**src/rtl/ps2_pkg.sv**
```systemverilog
// ps2_pkg: shared PS/2 receive types and constants
package ps2_pkg;
    typedef enum logic [1:0] {IDLE, DATA, PARITY, STOP} ps2_state_t;
    localparam int FRAME_BITS = 11;
    localparam logic [7:0] PS2_EXT = 8'hE0;
    localparam logic [7:0] PS2_BREAK = 8'hF0;
endpackage

```
**src/rtl/ps2_line_filter.sv**
```systemverilog
// ps2_line_filter: 2-flop synchroniser plus consecutive-sample debounce
module ps2_line_filter #(
    parameter int FILTER_CYCLES = 8
) (
    input  logic i_clk,
    input  logic i_rst_n,
    input  logic i_pin,
    output logic o_filt
);
    localparam int CW = $clog2(FILTER_CYCLES + 1);
    logic [1:0]    sync;
    logic [CW-1:0] cnt;
    // synchronise, then change level only after FILTER_CYCLES differing samples in a row
    always_ff @(posedge i_clk or negedge i_rst_n) begin
        if (!i_rst_n) begin
            sync   <= 2'b11;
            cnt    <= '0;
            o_filt <= 1'b1;
        end else begin
            sync <= {sync[0], i_pin};
            if (sync[1] == o_filt)
                cnt <= '0;
            else if (cnt == CW'(FILTER_CYCLES - 1)) begin
                o_filt <= sync[1];
                cnt    <= '0;
            end else
                cnt <= cnt + 1'b1;
        end
    end
endmodule

```
**src/rtl/ps2_receive.sv**
```systemverilog
// ps2_receive: PS/2 device-to-host frame deserialiser with error and timeout detection
module ps2_receive
    import ps2_pkg::*;
#(
    parameter int FILTER_CYCLES  = 8,
    parameter int TIMEOUT_CYCLES = 20000
) (
    input  logic       i_clk,
    input  logic       i_rst_n,
    input  logic       i_ps2_clk,
    input  logic       i_ps2_data,
    output logic [7:0] o_byte,
    output logic       o_valid,
    output logic       o_err
);
    localparam int TW = $clog2(TIMEOUT_CYCLES + 1);
    localparam int BW = $clog2(FRAME_BITS);
    logic                   clk_filt, clk_prev, fall;
    logic [FILTER_CYCLES+1:0] dline;
    logic                   data;
    ps2_state_t             state;
    logic [BW-1:0]          count;
    logic [7:0]             shreg;
    logic                   par;
    logic [TW-1:0]          tcnt;

    ps2_line_filter #(.FILTER_CYCLES(FILTER_CYCLES)) u_clk_filt (
        .i_clk  (i_clk),
        .i_rst_n(i_rst_n),
        .i_pin  (i_ps2_clk),
        .o_filt (clk_filt)
    );

    assign data = dline[FILTER_CYCLES+1];

    // data line delayed by sync + filter depth so it stays aligned with the filtered clock
    always_ff @(posedge i_clk or negedge i_rst_n) begin
        if (!i_rst_n) dline <= '1;
        else          dline <= {dline[FILTER_CYCLES:0], i_ps2_data};
    end

    // registered falling-edge strobe of the filtered clock
    always_ff @(posedge i_clk or negedge i_rst_n) begin
        if (!i_rst_n) begin
            clk_prev <= 1'b1;
            fall     <= 1'b0;
        end else begin
            clk_prev <= clk_filt;
            fall     <= clk_prev & ~clk_filt;
        end
    end

    // frame FSM with registered outputs; a fall beats a coincident timeout
    always_ff @(posedge i_clk or negedge i_rst_n) begin
        if (!i_rst_n) begin
            state   <= IDLE;
            count   <= '0;
            shreg   <= '0;
            par     <= 1'b0;
            tcnt    <= '0;
            o_byte  <= '0;
            o_valid <= 1'b0;
            o_err   <= 1'b0;
        end else begin
            o_valid <= 1'b0;
            o_err   <= 1'b0;
            if (state == IDLE || fall)
                tcnt <= '0;
            else if (tcnt != TW'(TIMEOUT_CYCLES))
                tcnt <= tcnt + 1'b1;
            if (fall) begin
                case (state)
                    IDLE: if (!data) begin
                        state <= DATA;
                        count <= '0;
                    end
                    DATA: begin
                        shreg[count[2:0]] <= data;
                        count             <= count + 1'b1;
                        if (count == BW'(7)) state <= PARITY;
                    end
                    PARITY: begin
                        par   <= data;
                        state <= STOP;
                    end
                    STOP: begin
                        state <= IDLE;
                        if (data && ^{shreg, par}) begin
                            o_byte  <= shreg;
                            o_valid <= 1'b1;
                        end else
                            o_err <= 1'b1;
                    end
                endcase
            end else if (state != IDLE && tcnt == TW'(TIMEOUT_CYCLES)) begin
                o_err <= 1'b1;
                state <= IDLE;
                count <= '0;
            end
        end
    end
endmodule

```
**config.mk**
```make
export PLATFORM = sky130hd
export DESIGN_NAME = ps2_receive
export DESIGN_NICKNAME = d
export VERILOG_FILES = /design/src/rtl/ps2_pkg.sv /design/src/rtl/ps2_line_filter.sv /design/src/rtl/ps2_receive.sv
export SDC_FILE = /design/constraint.sdc
export NUM_CORES = 1
export LEC_CHECK = 0
export ABC_AREA = 1
export CORE_ASPECT_RATIO = 0.5
export CORE_MARGIN = 2
export CORE_UTILIZATION = 30
export CTS_CLUSTER_DIAMETER = 120
export DETAILED_ROUTE_END_ITERATION = 16
export DONT_BUFFER_PORTS = 1
export SKIP_CTS_REPAIR_TIMING = 1
export SLEW_MARGIN = 15
export SYNTH_ARGS = -nofsm -noshare
export SYNTH_HDL_FRONTEND = slang
export SYNTH_HIERARCHICAL = 1
export SYNTH_SLANG_ARGS = --single-unit
```
**constraint.sdc**
```tcl
create_clock -name i_clk -period 1.4 [get_ports i_clk]
set_input_delay 0.07 -clock i_clk [delete_from_list [all_inputs] [get_ports i_clk]]
set_output_delay 0.07 -clock i_clk [all_outputs]
set_load 0.05 [all_outputs]
```
==> summary.txt, run 1 <==
Yosys
  – Post-synth cell types: 33
  – Netlist Area Pre-Place: 2820 um^2
  – Syn_nets: 329
  – Area share of the largest cell type after synthesis: 39.9%
  – Largest cells by area after synthesis: dfrtp_1 (40%), dfstp_2 (13%), nand2_1 (10%)
  – Post-synthesis sequential area ratio: 52.9%
  – Compound-gate portion of the synthesized area: 9.76%
  – Simple-gate share of the synthesized area: 26.5%
  – Post-synthesis xor/xnor area fraction: 0.310%
  – Synthesized flop and latch total: 59
  – Mux cell area share after synthesis: 0%
  – Synth Area in Adders: 3.55%
  – Yosys Warn Count: 6
  – Post-synth top area cell: dfrtp_1
  – Dominant synthesized flop cell: dfrtp_1
  – Post-synthesis async set-or-reset flop share: 100%
  – Largest family of logic cells by synthesized area: simple AND/OR/NAND/NOR gates
  – Syn Inst Count: 317
  – Number of synthesized flops with an enable pin: 0
  – Mapped Avg Cell Area: 8.90 um^2

Routing
  – WL per Instance: 11.0 um
  – Wire length on met2: 2460 um
  – Max layer used: met4
  – Residual DRC: 0
  – Drt pass-1 iters: 4
  – DR vias: 2239
  – DR iter-0 viols: 79
  – Post-Route WL: 5510 um
  – Met3 routed WL: 190 um
  – Routed vias/inst: 4.49
  – Routed length on met1: 2780 um
  – Post-route ant nets: 0

STA
  – Fin crit period: 1.54 ns
  – Slew HR: 65.7%
  – Fmax: 0.648 GHz
  – Max Clock Skew: 0.00487 ns
  – # setup viols final: 24
  – Setup Total Neg Slack: -1.86 ns
  – Worst-Margin Slew: 0.514 ns
  – Fin. Hold Viols: 59
  – Hold slack: -0.561 ns
  – RSZ-0062 raised after global routing: yes
  – Fin worst setup slack: -0.143 ns
  – Max-slew violations: 0
  – Tcrit/Tclk final: 110%

Clock network
  – Worst-Skew Late Latency: 0.32 ns
  – Root Buffer: clkbuf_16
  – H-tree depth: 3
  – Clk slew on worst S/H paths: 0.05 ns
  – Clock sink total: 59
  – Clock buffer depth: 2
  – CTS tree: yes
  – Inserted Clock Buffers: 9

Floorplanning
  – Initial Utilization: 31.6%
  – Die Wd: 141 um
  – Core region area: 8920 um^2
  – Die ar.: 10200 um^2
  – Die Y: 72.6 um
  – Floorplan row count: 24
  – I/O pin cnt: 14

Worst setup path
  – Reg2reg setup slack: -0.14 ns
  – WS Path Type: reg2reg
  – Nature of the critical path endpoint: flop
  – Critical path arrival: 1.75 ns
  – CP required: 1.61 ns
  – CP Launch Type: flop
  – Worst reg2reg startpoint: tcnt[1]$_DFFE_PN0P_
  – Worst Reg2Reg Path Length in Cells: 9
  – R2r endpoint: count[1]$_DFFE_PN0P_
  – Critical path fanouts, max: 8

Global route
  – Maximum number of pins on one net before global-route repair: 60
  – Grt ovf: 0
  – Total GRT Usage: 11.9%
  – Antenna violations before repair: 0
  – Global-route wire length before repair: 9560 um
  – Vias in the first global route: 2062

Placed design
  – Routability cong.: 0.776
  – Detailed placement HPWL: 3800 um
  – DP Area: 3290 um^2
  – Number of port buffers: 0

Outcome
  – Outcome: complete, but fails checks
  – Failing checks: hold timing, setup timing

Cells and area
  – Fillers: 850
  – Post-layout nets: 389
  – Diodes inserted: 0
  – Design Area, Final: 3850 um^2
  – Share of layout cells above drive strength 1: 38.7%
  – Area Overhead vs Synth: 36.5%

Power
  – Total Power: 4.74 mW
  – Worst VDD drop: 0.569 mV
  – Cell Pwr Density: 1230 nW/um^2
  – Pleak: 1.84 nW

Job
  – MaxCap Viol Count: 0

Worst hold path
  – Hold WC Path Type: in2async
-- cell type report --
class / count / area (um^2) / share of cell area, %
sequential: 59 / 1500 / 38.9
multi-input combinational: 209 / 1330 / 34.4
clock inverter: 6 / 41.3 / 1.07
timing repair buffer: 51 / 423 / 11.0
inverter: 47 / 178 / 4.61
clock buffer: 10 / 239 / 6.21
tap: 117 / 146 / 3.80
-- per-stage QoR --
step	setup slack, ns	utilization (%)	std cells
5_1_grt	-0.256	43.2	499
2_1_floorplan	-0.0261	-	317
4_1_cts	-0.135	40.0	490
6_report	-0.143	43.2	499
3_3_place_gp	-0.0948	36.8	474
3_5_place_dp	-0.130	36.8	474
-- flip-flops by register name (all words and copies together) (netlist names), 2 cells and up --
signal / cells
count: 4
u_clk_filt/sync: 2
shreg: 8
state: 2
o_byte: 8
tcnt: 15
dline: 10
u_clk_filt/cnt: 4
-- worst max-delay path: stages, from the launching register on --
cell     delay [ns]
dfrtp_1        0.42
inv_2          0.08
ha_1           0.13
nand4_1        0.11
nor2_2         0.16
nand2_4        0.07
o21ai_4        0.17
nand3_4        0.15
nand2_1        0.09
o21ai_1        0.06
-- cells by family after synthesis --
| group | after synthesis |
|---|---|
| adder cells (fa/ha/maj) | 8 |
| AND/OR/NAND/NOR | 150 |
| flip-flops | 59 |
| AO/OA/AOI/OAI | 49 |
| XOR/XNOR | 1 |
| buffers and inverters | 50 |
-- report_power, final --
part | leakage (nW) | switching, mW | total, mW | internal, mW
combinational | 0.939 | 0.406 | 0.773 | 0.367
sequential | 0.769 | 0.131 | 1.98 | 1.85
clock | 0.130 | 0.748 | 1.99 | 1.24
total | 1.84 | 1.29 | 4.74 | 3.45
-- how the worst max path moves through the flow --
stage | startpoint | to | slack (ns) | cells past startpoint
5_1_grt | tcnt[0]$_DFFE_PN0P_ | count[0]$_DFFE_PN0P_ | -0.26 | 9
3_5_place_dp | tcnt[0]$_DFFE_PN0P_ | count[3]$_DFFE_PN0P_ | -0.13 | 9
4_1_cts | tcnt[1]$_DFFE_PN0P_ | count[3]$_DFFE_PN0P_ | -0.13 | 9
2_1_floorplan | tcnt[0]$_DFFE_PN0P_ | count[2]$_DFFE_PN0P_ | -0.03 | 9
6_report | tcnt[1]$_DFFE_PN0P_ | count[1]$_DFFE_PN0P_ | -0.14 | 9
3_3_place_gp | state[0]$_DFFE_PN0P_ | tcnt[8]$_DFFE_PN0P_ | -0.09 | 5
-- layout by cell type (no fill, tap or decap), types with 11 or more instances in the layout --
cell and instances:
nand2_1 64, dfrtp_1 43, buf_4 42, inv_1 33, nand2_2 18, a21oi_1 18, nor2_1 15, nand4_1 15
dfstp_2 14, inv_2 11
-- cell usage after synthesis, types with 2 or more instances --
master	count
nand3_4	2
nor2_1	19
nor3_1	4
or2_2	2
nand2_2	6
a31oi_1	9
nand3_2	5
inv_2	7
nand2_4	2
ha_1	8
buf_2	2
o21ai_0	9
dfstp_2	14
clkinv_1	2
nand3_1	8
nand2_1	78
o21ai_1	8
inv_1	37
nor2_2	4
dfrtp_1	45
a21oi_1	20
nand4_1	15
-- metal layers --
layer / track usage, % / up-vias
met5: 0 / -
met4: 4.67 / 0
met3: 4.66 / 7
met2: 18.4 / 18
met1: 15.1 / 1045
li1: - / 1169
No activity file was read; power rests on OpenSTA's default activity.
==> run 2: changes to the inputs <==
- clock period: 1.4 -> 1.3 ns (I/O delays scaled with it)
==> run 2 against run 1 <==
Effect of this change:
- the flow still finishes with violations (hold timing, setup timing)
- clock power rose by 18%
- clock-buffer cell count did not move
- register-to-register slack got worse by 0.05 ns
- sequential share of layout area fell by 1.6 points
- via count rose by 4.3%
- core utilization rose by 2.0 points
- global-route usage rose by 0.78 points
- power rose by 13%
- critical path type unchanged
- largest cell class unchanged
- design area rose by 4.5%
- routed wire length rose by 8.8%
==> summary.txt, run 2 (synthesis gave the netlist of run 1 again) <==
STA
  – Fmax: 0.669 GHz
  – RSZ-0062 raised after global routing: yes
  – # setup viols final: 29
  – Tcrit/Tclk final: 115%
  – Fin. Hold Viols: 59
  – Slew HR: 70.6%
  – Hold slack: -0.581 ns
  – Max Clock Skew: 0.00593 ns
  – Fin crit period: 1.49 ns
  – Max-slew violations: 0
  – Setup Total Neg Slack: -3.95 ns
  – Worst-Margin Slew: 0.442 ns
  – Fin worst setup slack: -0.194 ns

Cells and area
  – Share of layout cells above drive strength 1: 44.8%
  – Max reg flops: 15
  – Area Overhead vs Synth: 42.7%
  – Biggest regs: tcnt: 15 flops, dline: 10 flops
  – Post-layout nets: 411
  – Most frequent cells in the layout: buf_4 (67), nand2_1 (62), dfrtp_1 (40)
  – Fillers: 836
  – Largest reg by FF count: tcnt
  – Diodes inserted: 0
  – Leading cell type in the layout, fill and taps excluded: buf_4

Floorplanning
  – Floorplan row count: 24
  – Die ar.: 10200 um^2
  – Die Wd: 141 um
  – Core region area: 8920 um^2
  – Die Y: 72.6 um
  – Initial Utilization: 31.6%
  – I/O pin cnt: 14

Worst setup path
  – CP peak stage delay: 0.40 ns
  – Cell Chain, Critical Path: inv_1 > ha_1 > nand4_1 > nor2_2 > buf_4 > nand4_1 > o21ai_1
  – CP max stage cell: dfrtp_1
  – CP Launch Type: flop
  – Critical path fanouts, max: 4
  – Cell mode on critical path: nand4_1
  – Critical path arrival: 1.75 ns
  – CP required: 1.56 ns
  – Nature of the critical path endpoint: flop
  – WS Path Type: reg2reg

Routing
  – Drt pass-1 iters: 4
  – WL per Instance: 11.5 um
  – Routed vias/inst: 4.48
  – Post-Route WL: 5990 um
  – DR vias: 2336
  – Residual DRC: 0
  – DR iter-0 viols: 168
  – Post-route ant nets: 0

Global route
  – Maximum number of pins on one net before global-route repair: 60
  – Grt ovf: 0
  – Global-route wire length before repair: 10000 um
  – Antenna violations before repair: 0
  – Total GRT Usage: 12.7%
  – Vias in the first global route: 2229

Placed design
  – Number of port buffers: 0
  – Detailed placement HPWL: 3920 um
  – Routability cong.: 0.832

Clock network
  – CTS tree: yes
  – Inserted Clock Buffers: 9
  – Worst-Skew Late Latency: 0.34 ns
  – Clock buffer depth: 2
  – H-tree depth: 3
  – Clk slew on worst S/H paths: 0.06 ns
  – Clock sink total: 59
  – Root Buffer: clkbuf_16

Power
  – Total Power: 5.35 mW
  – Cell Pwr Density: 1330 nW/um^2
  – Worst VDD drop: 0.585 mV
  – Pleak: 1.93 nW

Worst hold path
  – Hold WC Path Type: in2async

Outcome
  – Outcome: complete, but fails checks
  – Failing checks: hold timing, setup timing

Job
  – MaxCap Viol Count: 0
-- run 2: cell types whose count changed in the layout (fill, tap and decap cells not counted), moves of 4 or more --
cell	change
o21ai_1	+4
a21oi_2	+6
buf_4	+25
a21oi_1	-6
nand3_2	+4
-- run 2: final cells by class --
cell class / count / area, um^2 / share of cell area (%)
inverters: 47 / 178 / 4.41
clock buffers: 10 / 229 / 5.69
well taps: 117 / 146 / 3.64
flip-flops and latches: 59 / 1500 / 37.3
multi-input cells: 210 / 1350 / 33.5
repair buffers: 72 / 557 / 13.8
clock inverters: 6 / 66.3 / 1.65
-- run 2: worst paths after layout --
check                                    start                      endpoint  slack [ns]  cells past startpoint
min in group i_clk                   i_ps2_clk  u_clk_filt/sync[0]$_DFF_PN1_        0.28                      1
min reg2reg                 dline[2]$_DFF_PN1_            dline[3]$_DFF_PN1_        0.35                      0
max in group asynchronous              i_rst_n            dline[9]$_DFF_PN1_        1.68                      0
max reg2reg                tcnt[0]$_DFFE_PN0P_           tcnt[1]$_DFFE_PN0P_       -0.19                      7
min                                    i_rst_n          tcnt[12]$_DFFE_PN0P_       -0.58                      0
max                        tcnt[0]$_DFFE_PN0P_           tcnt[1]$_DFFE_PN0P_       -0.19                      7
-- run 2: metrics by stage --
| step | setup slack [ns] | util [%] | cell area, um^2 | cells |
|---|---|---|---|---|
| after floorplan | -0.126 | - | 2840 | 317 |
| after global placement | -0.180 | 38.3 | 3410 | 491 |
| after global routing | -0.350 | 45.1 | 4030 | 521 |
| final | -0.194 | 45.1 | 4030 | 521 |
| after detailed placement | -0.220 | 38.3 | 3410 | 491 |
| after CTS | -0.225 | 41.6 | 3710 | 507 |
-- run 2: where the power goes --
part           switching [mW]  internal [mW]  total (mW)  leakage, nW
registers               0.128           1.99        2.12        0.764
clock network           0.863           1.48        2.34        0.135
logic                   0.460          0.426       0.886         1.04
total                    1.45           3.90        5.35         1.93
-- run 2: worst max-delay path, delay by kind of cell, from the launching register on --
kind / cells / cell delay [ns]
AO/OA/AOI/OAI: 1 / 0.21
adder cells (fa/ha/maj): 1 / 0.14
buffers and inverters: 2 / 0.20
AND/OR/NAND/NOR: 3 / 0.45
flip-flops: 1 / 0.40
-- run 2: per-layer routing --
metal  wire [um]  global-route usage [%]  up-vias
met3         248                    6.04       12
met5           0                       0        -
met4         119                    5.67        0
li1            -                       -     1202
met2        2720                    19.8       27
met1        2910                    15.0     1095
==> run 3: changes to the inputs <==
- PLACE_DENSITY: not set -> 0.43
==> run 3 against run 2 <==
Effect of this change:
- the run still ends with hold timing, setup timing left
- power increased by 5.8%
- sequential share of layout area decreased by 1.7 points
- register-to-register slack got worse by 0.04 ns
- clock-buffer cell count decreased by 1
- design area increased by 4.5%
- clock skew decreased by 0.0011 ns
- combinational power increased by 15%
- hold slack improved by 0.014 ns
- largest power group unchanged
==> summary.txt, run 3 (synthesis gave the netlist of run 1 again) <==
Routing
  – WL per Instance: 11.9 um
  – Post-Route WL: 6320 um
  – Post-route ant nets: 0
  – Routed vias/inst: 4.54
  – Residual DRC: 0
  – Drt pass-1 iters: 4
  – DR iter-0 viols: 115
  – DR vias: 2401

Power
  – Pleak: 2.01 nW
  – Total Power: 5.66 mW
  – Cell Pwr Density: 1340 nW/um^2
  – Worst VDD drop: 0.611 mV

Cells and area
  – Biggest regs: tcnt: 15 flops, dline: 10 flops
  – Area Overhead vs Synth: 49.1%
  – Share of layout cells above drive strength 1: 46.4%
  – Fillers: 828
  – Diodes inserted: 0
  – Largest reg by FF count: tcnt
  – Area of the multi-input gates: 1430 um^2
  – Design Area, Final: 4210 um^2
  – Storage element area: 1500 um^2
  – Max reg flops: 15
  – Most frequent cells in the layout: buf_4 (70), nand2_1 (67), dfrtp_1 (42)
  – Post-layout nets: 419
  – Leading cell type in the layout, fill and taps excluded: buf_4

Placed design
  – Detailed placement HPWL: 4180 um
  – DP Area: 3460 um^2
  – Routability cong.: 0.783
  – Number of port buffers: 0

Clock network
  – Clock sink total: 59
  – Root Buffer: clkbuf_16
  – Inserted Clock Buffers: 9
  – Clock buffer depth: 2
  – Worst-Skew Late Latency: 0.33 ns
  – Clk slew on worst S/H paths: 0.05 ns
  – H-tree depth: 3
  – CTS tree: yes

Job
  – MaxCap Viol Count: 0

Global route
  – Global-route wire length before repair: 10200 um
  – Total GRT Usage: 12.9%
  – Antenna violations before repair: 0
  – Vias in the first global route: 2221
  – Maximum number of pins on one net before global-route repair: 60
  – Grt ovf: 0

STA
  – Fmax: 0.654 GHz
  – Tcrit/Tclk final: 118%
  – Hold slack: -0.567 ns
  – Max-slew violations: 0
  – Fin crit period: 1.53 ns
  – Max Clock Skew: 0.00482 ns
  – RSZ-0062 raised after global routing: yes
  – Fin. Hold Viols: 59
  – Fin worst setup slack: -0.230 ns
  – Slew HR: 69.5%
  – Worst-Margin Slew: 0.458 ns
  – # setup viols final: 29
  – Setup Total Neg Slack: -4.56 ns

Floorplanning
  – Initial Utilization: 31.6%
  – Die Wd: 141 um
  – Floorplan row count: 24
  – Die Y: 72.6 um
  – Core region area: 8920 um^2
  – Die ar.: 10200 um^2
  – I/O pin cnt: 14

Worst setup path
  – Nature of the critical path endpoint: flop
  – Critical path arrival: 1.74 ns
  – CP Launch Type: flop
  – CP required: 1.51 ns
  – Critical path fanouts, max: 4
  – WS Path Type: reg2reg

Outcome
  – Outcome: complete, but fails checks
  – Failing checks: hold timing, setup timing

Worst hold path
  – Hold WC Path Type: in2async
==> run 3: report_power, final <==
| group | switching (mW) | leakage [nW] | internal [mW] |
|---|---|---|---|
| clock | 0.843 | 0.147 | 1.67 |
| combinational | 0.510 | 1.10 | 0.511 |
| sequential | 0.136 | 0.767 | 1.99 |
==> run 3: cell type report <==
class	count	area share [%]
clock buffer	9	5.35
tap	117	3.48
clock inverter	7	2.20
sequential	59	35.6
timing repair inverter	1	0.119
timing repair buffer	79	15.0
inverter	47	4.31
multi-input combinational	210	33.9
==> run 3: worst max-delay path: stages (launching register included) <==
cell and delay (ns):
dfrtp_1 0.40, inv_1 0.15, nand4_1 0.18, nor2_4 0.18
nand2_4 0.07, o21ai_4 0.16, nand3_2 0.13, nand2_1 0.08
o21ai_1 0.06
==> run 3: stage by stage <==
step / utilization (%) / setup slack, ns / instances
CTS: 42.4 / -0.232 / 512
global route: 47.2 / -0.370 / 529
detailed placement: 38.8 / -0.222 / 496
floorplan: - / -0.126 / 317
global placement: 38.8 / -0.181 / 496
finish: 47.2 / -0.230 / 529
==> run 3: worst paths after layout <==
kind | end | from | slack, ns | cells past startpoint
setup / recovery | state[1]$_DFFE_PN0P_ | tcnt[3]$_DFFE_PN0P_ | -0.23 | 8
hold / removal | tcnt[6]$_DFFE_PN0P_ | i_rst_n | -0.57 | 0
setup reg to reg | state[1]$_DFFE_PN0P_ | tcnt[3]$_DFFE_PN0P_ | -0.23 | 8
hold reg to reg | dline[1]$_DFF_PN1_ | dline[0]$_DFF_PN1_ | 0.35 | 0
max in group asynchronous | dline[9]$_DFF_PN1_ | i_rst_n | 1.67 | 0
min in group i_clk | u_clk_filt/sync[0]$_DFF_PN1_ | i_ps2_clk | 0.29 | 1
==> run 3: layer usage <==
metal / GRT usage [%] / up-vias / share of wire, %
li1: - / 1224 / -
met1: 15.9 / 1147 / 46
met2: 20.8 / 23 / 49
met3: 5.25 / 7 / 3.9
met4: 4.67 / 0 / 1.1
met5: 0 / - / 0
